$ cat src/rtl/decode_stage_if.sv
// Fetch-to-decode and decode-to-execute handshake bundle for decode_stage.
interface decode_stage_if #(
    parameter int DATA_WIDTH      = 32,
    parameter int INSN_ADDR_WIDTH = 32
);
    logic                       in_valid;
    logic                       in_ready;
    logic [31:0]                in_insn;
    logic [INSN_ADDR_WIDTH-1:0] in_pc;

    logic                       out_valid;
    logic                       out_ready;
    logic [INSN_ADDR_WIDTH-1:0] out_pc;
    logic [4:0]                 out_rd;
    logic [4:0]                 out_rs1;
    logic [4:0]                 out_rs2;
    logic [DATA_WIDTH-1:0]      out_imm;
    logic [2:0]                 out_aluCode;
    logic                       out_isSubSra;
    logic [2:0]                 out_brCode;
    logic                       out_isBranch;
    logic                       out_isJump;
    logic                       out_isLoad;
    logic                       out_isStore;
    logic                       out_regWrEnable;
    logic                       out_isALUInConstant;
    logic                       out_illegal;

    // Upstream fetch and downstream execute side
    modport master (
        output in_valid, in_insn, in_pc, out_ready,
        input  in_ready, out_valid, out_pc, out_rd, out_rs1, out_rs2, out_imm,
               out_aluCode, out_isSubSra, out_brCode, out_isBranch, out_isJump,
               out_isLoad, out_isStore, out_regWrEnable, out_isALUInConstant,
               out_illegal
    );

    // Decode stage side
    modport slave (
        input  in_valid, in_insn, in_pc, out_ready,
        output in_ready, out_valid, out_pc, out_rd, out_rs1, out_rs2, out_imm,
               out_aluCode, out_isSubSra, out_brCode, out_isBranch, out_isJump,
               out_isLoad, out_isStore, out_regWrEnable, out_isALUInConstant,
               out_illegal
    );
endinterface

$ cat src/rtl/decode_stage.sv
// RV32I decode stage: field/immediate decode captured into a 2-entry skid buffer.
// Optional DECODE_ILLEGAL_CHECK_EN adds illegal-instruction detection.
module decode_stage #(
    parameter int DATA_WIDTH      = 32,
    parameter int INSN_ADDR_WIDTH = 32
) (
    input  logic          clk,
    input  logic          rstN,
    input  logic          flush,
    decode_stage_if.slave bus
);

    localparam logic [6:0] OPC_LUI    = 7'b0110111;
    localparam logic [6:0] OPC_AUIPC  = 7'b0010111;
    localparam logic [6:0] OPC_JAL    = 7'b1101111;
    localparam logic [6:0] OPC_JALR   = 7'b1100111;
    localparam logic [6:0] OPC_BRANCH = 7'b1100011;
    localparam logic [6:0] OPC_LOAD   = 7'b0000011;
    localparam logic [6:0] OPC_STORE  = 7'b0100011;
    localparam logic [6:0] OPC_OPIMM  = 7'b0010011;
    localparam logic [6:0] OPC_OP     = 7'b0110011;

    typedef enum logic [1:0] {EMPTY, ONE, TWO} bufState_e;

    typedef struct packed {
        logic [INSN_ADDR_WIDTH-1:0] pc;
        logic [4:0]                 rd;
        logic [4:0]                 rs1;
        logic [4:0]                 rs2;
        logic [DATA_WIDTH-1:0]      imm;
        logic [2:0]                 aluCode;
        logic                       isSubSra;
        logic [2:0]                 brCode;
        logic                       isBranch;
        logic                       isJump;
        logic                       isLoad;
        logic                       isStore;
        logic                       regWrEnable;
        logic                       isALUInConstant;
        logic                       illegal;
    } payload_t;

    logic [31:0]           insn;
    logic [6:0]            opcode;
    logic [2:0]            funct3;
    logic [31:0]           immFull;
    logic [DATA_WIDTH-1:0] immExt;
    payload_t              dec;
    payload_t              decFull;
    payload_t              mainQ;
    payload_t              skidQ;

    bufState_e state;
    bufState_e stateNext;
    logic      inReadyQ;
    logic      inXfer;
    logic      outXfer;
    logic      loadMain;
    logic      loadSkid;
    logic      moveSkid;

    assign insn   = bus.in_insn;
    assign opcode = insn[6:0];
    assign funct3 = insn[14:12];

    always_comb begin
        dec         = '0;
        dec.pc      = bus.in_pc;
        dec.rd      = insn[11:7];
        dec.rs1     = insn[19:15];
        dec.rs2     = insn[24:20];
        dec.brCode  = funct3;
        immFull     = {{20{insn[31]}}, insn[31:20]};
        case (opcode)
            OPC_OP: begin
                dec.aluCode     = funct3;
                dec.isSubSra    = insn[30];
                dec.regWrEnable = 1'b1;
            end
            OPC_OPIMM: begin
                dec.aluCode         = funct3;
                dec.isSubSra        = (funct3 == 3'b101) ? insn[30] : 1'b0;
                dec.regWrEnable     = 1'b1;
                dec.isALUInConstant = 1'b1;
            end
            OPC_LOAD: begin
                dec.isLoad          = 1'b1;
                dec.regWrEnable     = 1'b1;
                dec.isALUInConstant = 1'b1;
            end
            OPC_STORE: begin
                dec.isStore         = 1'b1;
                dec.isALUInConstant = 1'b1;
                immFull             = {{20{insn[31]}}, insn[31:25], insn[11:7]};
            end
            OPC_BRANCH: begin
                dec.isBranch = 1'b1;
                immFull      = {{20{insn[31]}}, insn[7], insn[30:25], insn[11:8], 1'b0};
            end
            OPC_LUI, OPC_AUIPC: begin
                dec.regWrEnable     = 1'b1;
                dec.isALUInConstant = 1'b1;
                immFull             = {insn[31:12], 12'b0};
            end
            OPC_JAL: begin
                dec.isJump      = 1'b1;
                dec.regWrEnable = 1'b1;
                immFull         = {{12{insn[31]}}, insn[19:12], insn[20], insn[30:21], 1'b0};
            end
            OPC_JALR: begin
                dec.isJump          = 1'b1;
                dec.regWrEnable     = 1'b1;
                dec.isALUInConstant = 1'b1;
            end
            default: ;
        endcase
        if (dec.rd == 5'd0) begin
            dec.regWrEnable = 1'b0;
        end
`ifdef DECODE_ILLEGAL_CHECK_EN
        dec.illegal = !(opcode inside {OPC_LUI, OPC_AUIPC, OPC_JAL, OPC_JALR, OPC_BRANCH,
                                       OPC_LOAD, OPC_STORE, OPC_OPIMM, OPC_OP})
                    || (insn[1:0] != 2'b11)
                    || (opcode == OPC_OP && insn[31:25] != 7'b0000000 && insn[31:25] != 7'b0100000)
                    || (opcode == OPC_BRANCH && (funct3 == 3'b010 || funct3 == 3'b011));
        if (dec.illegal) begin
            dec.isBranch        = 1'b0;
            dec.isJump          = 1'b0;
            dec.isLoad          = 1'b0;
            dec.isStore         = 1'b0;
            dec.regWrEnable     = 1'b0;
            dec.isALUInConstant = 1'b0;
        end
`else
        dec.illegal = 1'b0;
`endif
    end

    // Immediates are formed at 32 bits, then widened by sign or truncated.
    generate
        if (DATA_WIDTH > 32) begin : gImmWiden
            assign immExt = {{(DATA_WIDTH-32){immFull[31]}}, immFull};
        end else begin : gImmNarrow
            assign immExt = immFull[DATA_WIDTH-1:0];
        end
    endgenerate

    always_comb begin
        decFull     = dec;
        decFull.imm = immExt;
    end

    assign inXfer  = bus.in_valid & inReadyQ;
    assign outXfer = (state != EMPTY) & bus.out_ready;

    always_comb begin
        stateNext = state;
        loadMain  = 1'b0;
        loadSkid  = 1'b0;
        moveSkid  = 1'b0;
        if (flush) begin
            stateNext = EMPTY;
        end else begin
            case (state)
                EMPTY: begin
                    if (inXfer) begin
                        stateNext = ONE;
                        loadMain  = 1'b1;
                    end
                end
                ONE: begin
                    if (inXfer && outXfer) begin
                        loadMain = 1'b1;
                    end else if (inXfer) begin
                        stateNext = TWO;
                        loadSkid  = 1'b1;
                    end else if (outXfer) begin
                        stateNext = EMPTY;
                    end
                end
                TWO: begin
                    if (outXfer) begin
                        stateNext = ONE;
                        moveSkid  = 1'b1;
                    end
                end
                default: stateNext = EMPTY;
            endcase
        end
    end

    always_ff @(posedge clk or negedge rstN) begin
        if (!rstN) begin
            state    <= EMPTY;
            inReadyQ <= 1'b1;
            mainQ    <= '0;
        end else begin
            state    <= stateNext;
            inReadyQ <= (stateNext != TWO);
            if (loadMain) begin
                mainQ <= decFull;
            end else if (moveSkid) begin
                mainQ <= skidQ;
            end
        end
    end

    always_ff @(posedge clk) begin
        if (loadSkid) begin
            skidQ <= decFull;
        end
    end

    assign bus.in_ready            = inReadyQ;
    assign bus.out_valid           = (state != EMPTY);
    assign bus.out_pc              = mainQ.pc;
    assign bus.out_rd              = mainQ.rd;
    assign bus.out_rs1             = mainQ.rs1;
    assign bus.out_rs2             = mainQ.rs2;
    assign bus.out_imm             = mainQ.imm;
    assign bus.out_aluCode         = mainQ.aluCode;
    assign bus.out_isSubSra        = mainQ.isSubSra;
    assign bus.out_brCode          = mainQ.brCode;
    assign bus.out_isBranch        = mainQ.isBranch;
    assign bus.out_isJump          = mainQ.isJump;
    assign bus.out_isLoad          = mainQ.isLoad;
    assign bus.out_isStore         = mainQ.isStore;
    assign bus.out_regWrEnable     = mainQ.regWrEnable;
    assign bus.out_isALUInConstant = mainQ.isALUInConstant;
    assign bus.out_illegal         = mainQ.illegal;

endmodule

$ cat src/flat_wrapper.sv
// flat-port wrapper written by rule: the top's interface ports become plain ports
module decode_stage_flat 
#(
    parameter int DATA_WIDTH      = 32,
    parameter int INSN_ADDR_WIDTH = 32
)
  (clk, rstN, flush, bus_in_valid, bus_in_insn, bus_in_pc, bus_out_ready, bus_in_ready, bus_out_valid, bus_out_pc, bus_out_rd, bus_out_rs1, bus_out_rs2, bus_out_imm, bus_out_aluCode, bus_out_isSubSra, bus_out_brCode, bus_out_isBranch, bus_out_isJump, bus_out_isLoad, bus_out_isStore, bus_out_regWrEnable, bus_out_isALUInConstant, bus_out_illegal);
  decode_stage_if #(.DATA_WIDTH(DATA_WIDTH), .INSN_ADDR_WIDTH(INSN_ADDR_WIDTH)) bus_i ();
  input  logic clk;
  input  logic rstN;
  input  logic flush;
  input wire logic [$bits(bus_i.in_valid)-1:0] bus_in_valid;
  input wire logic [$bits(bus_i.in_insn)-1:0] bus_in_insn;
  input wire logic [$bits(bus_i.in_pc)-1:0] bus_in_pc;
  input wire logic [$bits(bus_i.out_ready)-1:0] bus_out_ready;
  output wire logic [$bits(bus_i.in_ready)-1:0] bus_in_ready;
  output wire logic [$bits(bus_i.out_valid)-1:0] bus_out_valid;
  output wire logic [$bits(bus_i.out_pc)-1:0] bus_out_pc;
  output wire logic [$bits(bus_i.out_rd)-1:0] bus_out_rd;
  output wire logic [$bits(bus_i.out_rs1)-1:0] bus_out_rs1;
  output wire logic [$bits(bus_i.out_rs2)-1:0] bus_out_rs2;
  output wire logic [$bits(bus_i.out_imm)-1:0] bus_out_imm;
  output wire logic [$bits(bus_i.out_aluCode)-1:0] bus_out_aluCode;
  output wire logic [$bits(bus_i.out_isSubSra)-1:0] bus_out_isSubSra;
  output wire logic [$bits(bus_i.out_brCode)-1:0] bus_out_brCode;
  output wire logic [$bits(bus_i.out_isBranch)-1:0] bus_out_isBranch;
  output wire logic [$bits(bus_i.out_isJump)-1:0] bus_out_isJump;
  output wire logic [$bits(bus_i.out_isLoad)-1:0] bus_out_isLoad;
  output wire logic [$bits(bus_i.out_isStore)-1:0] bus_out_isStore;
  output wire logic [$bits(bus_i.out_regWrEnable)-1:0] bus_out_regWrEnable;
  output wire logic [$bits(bus_i.out_isALUInConstant)-1:0] bus_out_isALUInConstant;
  output wire logic [$bits(bus_i.out_illegal)-1:0] bus_out_illegal;
  assign bus_i.in_valid = bus_in_valid;
  assign bus_i.in_insn = bus_in_insn;
  assign bus_i.in_pc = bus_in_pc;
  assign bus_i.out_ready = bus_out_ready;
  assign bus_in_ready = bus_i.in_ready;
  assign bus_out_valid = bus_i.out_valid;
  assign bus_out_pc = bus_i.out_pc;
  assign bus_out_rd = bus_i.out_rd;
  assign bus_out_rs1 = bus_i.out_rs1;
  assign bus_out_rs2 = bus_i.out_rs2;
  assign bus_out_imm = bus_i.out_imm;
  assign bus_out_aluCode = bus_i.out_aluCode;
  assign bus_out_isSubSra = bus_i.out_isSubSra;
  assign bus_out_brCode = bus_i.out_brCode;
  assign bus_out_isBranch = bus_i.out_isBranch;
  assign bus_out_isJump = bus_i.out_isJump;
  assign bus_out_isLoad = bus_i.out_isLoad;
  assign bus_out_isStore = bus_i.out_isStore;
  assign bus_out_regWrEnable = bus_i.out_regWrEnable;
  assign bus_out_isALUInConstant = bus_i.out_isALUInConstant;
  assign bus_out_illegal = bus_i.out_illegal;
  decode_stage #(.DATA_WIDTH(DATA_WIDTH), .INSN_ADDR_WIDTH(INSN_ADDR_WIDTH)) u_core (.clk(clk), .rstN(rstN), .flush(flush), .bus(bus_i));
endmodule
$ cat config.mk
export PLATFORM = sky130hd
export DESIGN_NAME = decode_stage_flat
export DESIGN_NICKNAME = d
export VERILOG_FILES = /design/src/rtl/decode_stage_if.sv /design/src/rtl/decode_stage.sv /design/src/flat_wrapper.sv
export SDC_FILE = /design/constraint.sdc
export NUM_CORES = 1
export LEC_CHECK = 0
export ABC_AREA = 1
export CELL_PAD_IN_SITES_DETAIL_PLACEMENT = 0
export CELL_PAD_IN_SITES_GLOBAL_PLACEMENT = 1
export CORE_MARGIN = 1.5
export CORE_UTILIZATION = 42
export DETAILED_ROUTE_END_ITERATION = 8
export PLACE_DENSITY_LB_ADDON = 0.1
export SKIP_CTS_REPAIR_TIMING = 1
export SLEW_MARGIN = 20
export SYNTH_ARGS = -nofsm -noshare
export SYNTH_HDL_FRONTEND = slang
export SYNTH_SLANG_ARGS = --single-unit
$ cat constraint.sdc
create_clock -name clk -period 16.4 [get_ports clk]
set_clock_uncertainty 0.2 [all_clocks]
set_input_delay 3.28 -clock clk [delete_from_list [all_inputs] [get_ports clk]]
set_output_delay 3.28 -clock clk [all_outputs]
set_load 0.05 [all_outputs]
==> flow_summary.yaml <==
run_status:
  outcome: "finished, violations left"
  violations: "design-rule violations"
routing:
  viasPerCell: 5.08
  wire_per_inst_microns: 16.8
  drc_errors: 14
  drtPass1Iterations: 7
  vias: 5867
  ant_nets: 0
  finalWirelength_mm: 19.4
  drtIter0Drc: 373
synth:
  yosysMostFrequentCell: "nand2_1"
  synthTopCellsByArea: "edfxtp_1, dfrtp_1, nand2_1"
  yosysSeqAreaShare_pct: 65.8
  ys_types: 32
  synth-warning-count: 0
  yosysTopAreaCell: "edfxtp_1"
  ys_seq_elements: 187
  syn_inst: 763
  async_reset_ff_share_pct: 50.8
  netlist.area_leader.share_pct: 35.4
  synthTopCellsByCount: "nand2_1, o21ai_1, dfrtp_1"
  synth_fp_nets: 832
  synthFlopType: "dfrtp_1"
  synth_edf_count: 92
  synth_area_sq_um: 7810
  avgSynthCellArea_sq_um: 10.2
worst_setup_path:
  crit_path_start_kind: "input pin"
  reg2reg_from: "u_core.bus.in_ready"
  crit_path_end_kind: "flip-flop"
  r2r_slack_ns: 12.85
  worstPathMaxFanout: 78
  arrival_ns: 6.62
  critical_path_required_ns: 16.55
  path_class: "input pin to flip-flop"
  r2r_cells: 7
  reg2reg_to: "u_core.bus.out_imm[8]"
  slowest_stage: "inv_2"
  crit_path_cell_trace: "clkdlybuf4s50_1, nor2_1, nand3_4, inv_2, buf_4, o21ai_0, o21ai_1"
  max_stage_delay_ns: 0.80
placement:
  dp_slack_ns: 9.44
  io_buffer_count: 162
  gp_congestion: 0.809
  post-dp-hpwl_mm: 12.6
global_routing:
  grt_max_degree: 79
  grtUsageTotal_pct: 20.7
  grt_pass1_vias: 5866
  grt_antenna_before_repair: 0
  grt_overflow: 0
  grt_pass1_wl_mm: 31.3
timing:
  rsz0062_at_grt: "false"
  hold_viol: 0
  max_freq_ghz: 0.155
  maxSlewViolCount: 0
  fin_tns_setup_ns: 0
  setup_viol: 0
  tightestPinTransition_ns: 0.978
  slew_headroom_pct: 34.8
  period_needed_ns: 6.47
  fin_ws_ns: 9.93
  period_share_pct: 39.4
hold_path:
  hold_end: "u_core.bus.out_pc[9]"
  min_from: "u_core.bus.out_pc[9]"
  holdPathStages: 2
  hold_class: "flip-flop to flip-flop"
die:
  initial_core_util_pct: 43.2
  core-area_sq_um: 18100
  die_h_microns: 139
  row_count: 49
  die_area_sq_um: 19400
  fp.dieW_microns: 139
  ios: 164
cts:
  cts_tree: "done"
  cts_root_buf: "clkbuf_16"
  worstSkewPairLatency_ns: 0.42
  cts_made_buffers: 17
  cts_buffer_depth: 2
  clk_pin_slew_worst_paths_ns: 0.07
  htree_num_levels: 4
  cts_sinks: 187
layout:
  syn_to_final_growth_pct: 30.3
  drive_gt1_share_pct: 7.78
  n_antenna_cell: 0
  fillCellCount: 1577
  fin_nets: 981
  fin_util_pct: 56.3
pwr:
  powerDensity_nw_per_um2: 131
  vdd_ir_drop_max_mv: 0.0796
  p_leak_nw: 4.23
run:
  drv_cap: 0
## state kept, by name (all words and copies together) (netlist names)
name                            flops
u_core.bus.out_pc                  32
u_core.bus.out_isJump               1
u_core.bus.out_regWrEnable          1
u_core.bus.out_isALUInConstant      1
u_core.bus.out_isSubSra             1
u_core.bus.out_isBranch             1
u_core.bus.out_rd                   5
u_core.bus.out_imm                 32
u_core.state                        2
u_core.skidQ                       92
u_core.bus.out_rs2                  5
u_core.bus.out_isLoad               1
u_core.bus.out_brCode               3
u_core.bus.out_aluCode              3
u_core.bus.in_ready                 1
u_core.bus.out_rs1                  5
u_core.bus.out_isStore              1
## report_power, final
group	switching [mW]	internal [mW]	leakage [nW]	total, mW
Clock	0.183	0.248	0.303	0.430
Sequential	0.0247	0.536	2.03	0.561
Combinational	0.230	0.110	1.89	0.340
## how the worst max path moves through the flow
| stage | cells past startpoint | endpoint | start |
|---|---|---|---|
| after CTS | 9 | u_core.bus.out_imm[11] | flush |
| after detailed placement | 9 | u_core.bus.out_imm[11] | flush |
| final | 7 | u_core.bus.out_imm[8] | flush |
| after floorplan | 4 | u_core.skidQ[10] | bus_in_valid |
| after global placement | 9 | u_core.bus.out_imm[11] | flush |
| after global routing | 8 | u_core.bus.out_aluCode[0] | bus_out_ready |
## kinds of logic after synthesis
kind of cell           synth area share (%)
and+or+nand+nor                        15.0
DFF                                    65.8
other                                0.0480
AOI/OAI and AO/OA                      12.9
buffers and inverters                  6.23
## metal layers
layer	routed length (microns)	GRT usage (%)
met4	310	7.17
met3	1120	3.96
met5	0	0
met2	9360	33.7
met1	8630	27.7
## worst max-delay path, delay by kind of cell
kind                   cells  cell delay [ns]
and+or+nand+nor            2             1.00
buffers and inverters      3             1.95
AOI/OAI and AO/OA          2             0.36
## cells in the final DEF (no fill, tap or decap), types with 13 or more instances in the layout
master and instances:
o21ai_1 98, clkbuf_16 17, edfxtp_1 92, dfrtp_1 94, o21ai_0 45, nor2_1 84
inv_1 69, clkdlybuf4s50_1 161, nand2_1 153, nand3_1 22, o221ai_1 13
## through the flow
step	hold slack, ns	power (mW)	cells	instance area, sq um
final	0.288	1.33	1154	10200
after global routing	0.311	1.38	1154	10200
after CTS	0.293	1.34	1154	10200
after detailed placement	0.275	0.913	1122	9560
after global placement	0.274	0.908	1122	9560
after floorplan	0.296	0.780	763	7810
## final cells by class
class | count | area, sq um | area share (%)
clock buffers | 18 | 439 | 4.32
clock inverters | 14 | 181 | 1.78
inverters | 75 | 282 | 2.77
multi-input cells | 464 | 2190 | 21.5
flip-flops and latches | 187 | 5140 | 50.5
well taps | 229 | 287 | 2.82
repair buffers | 167 | 1660 | 16.3
Power figures use the tool's default switching activity.
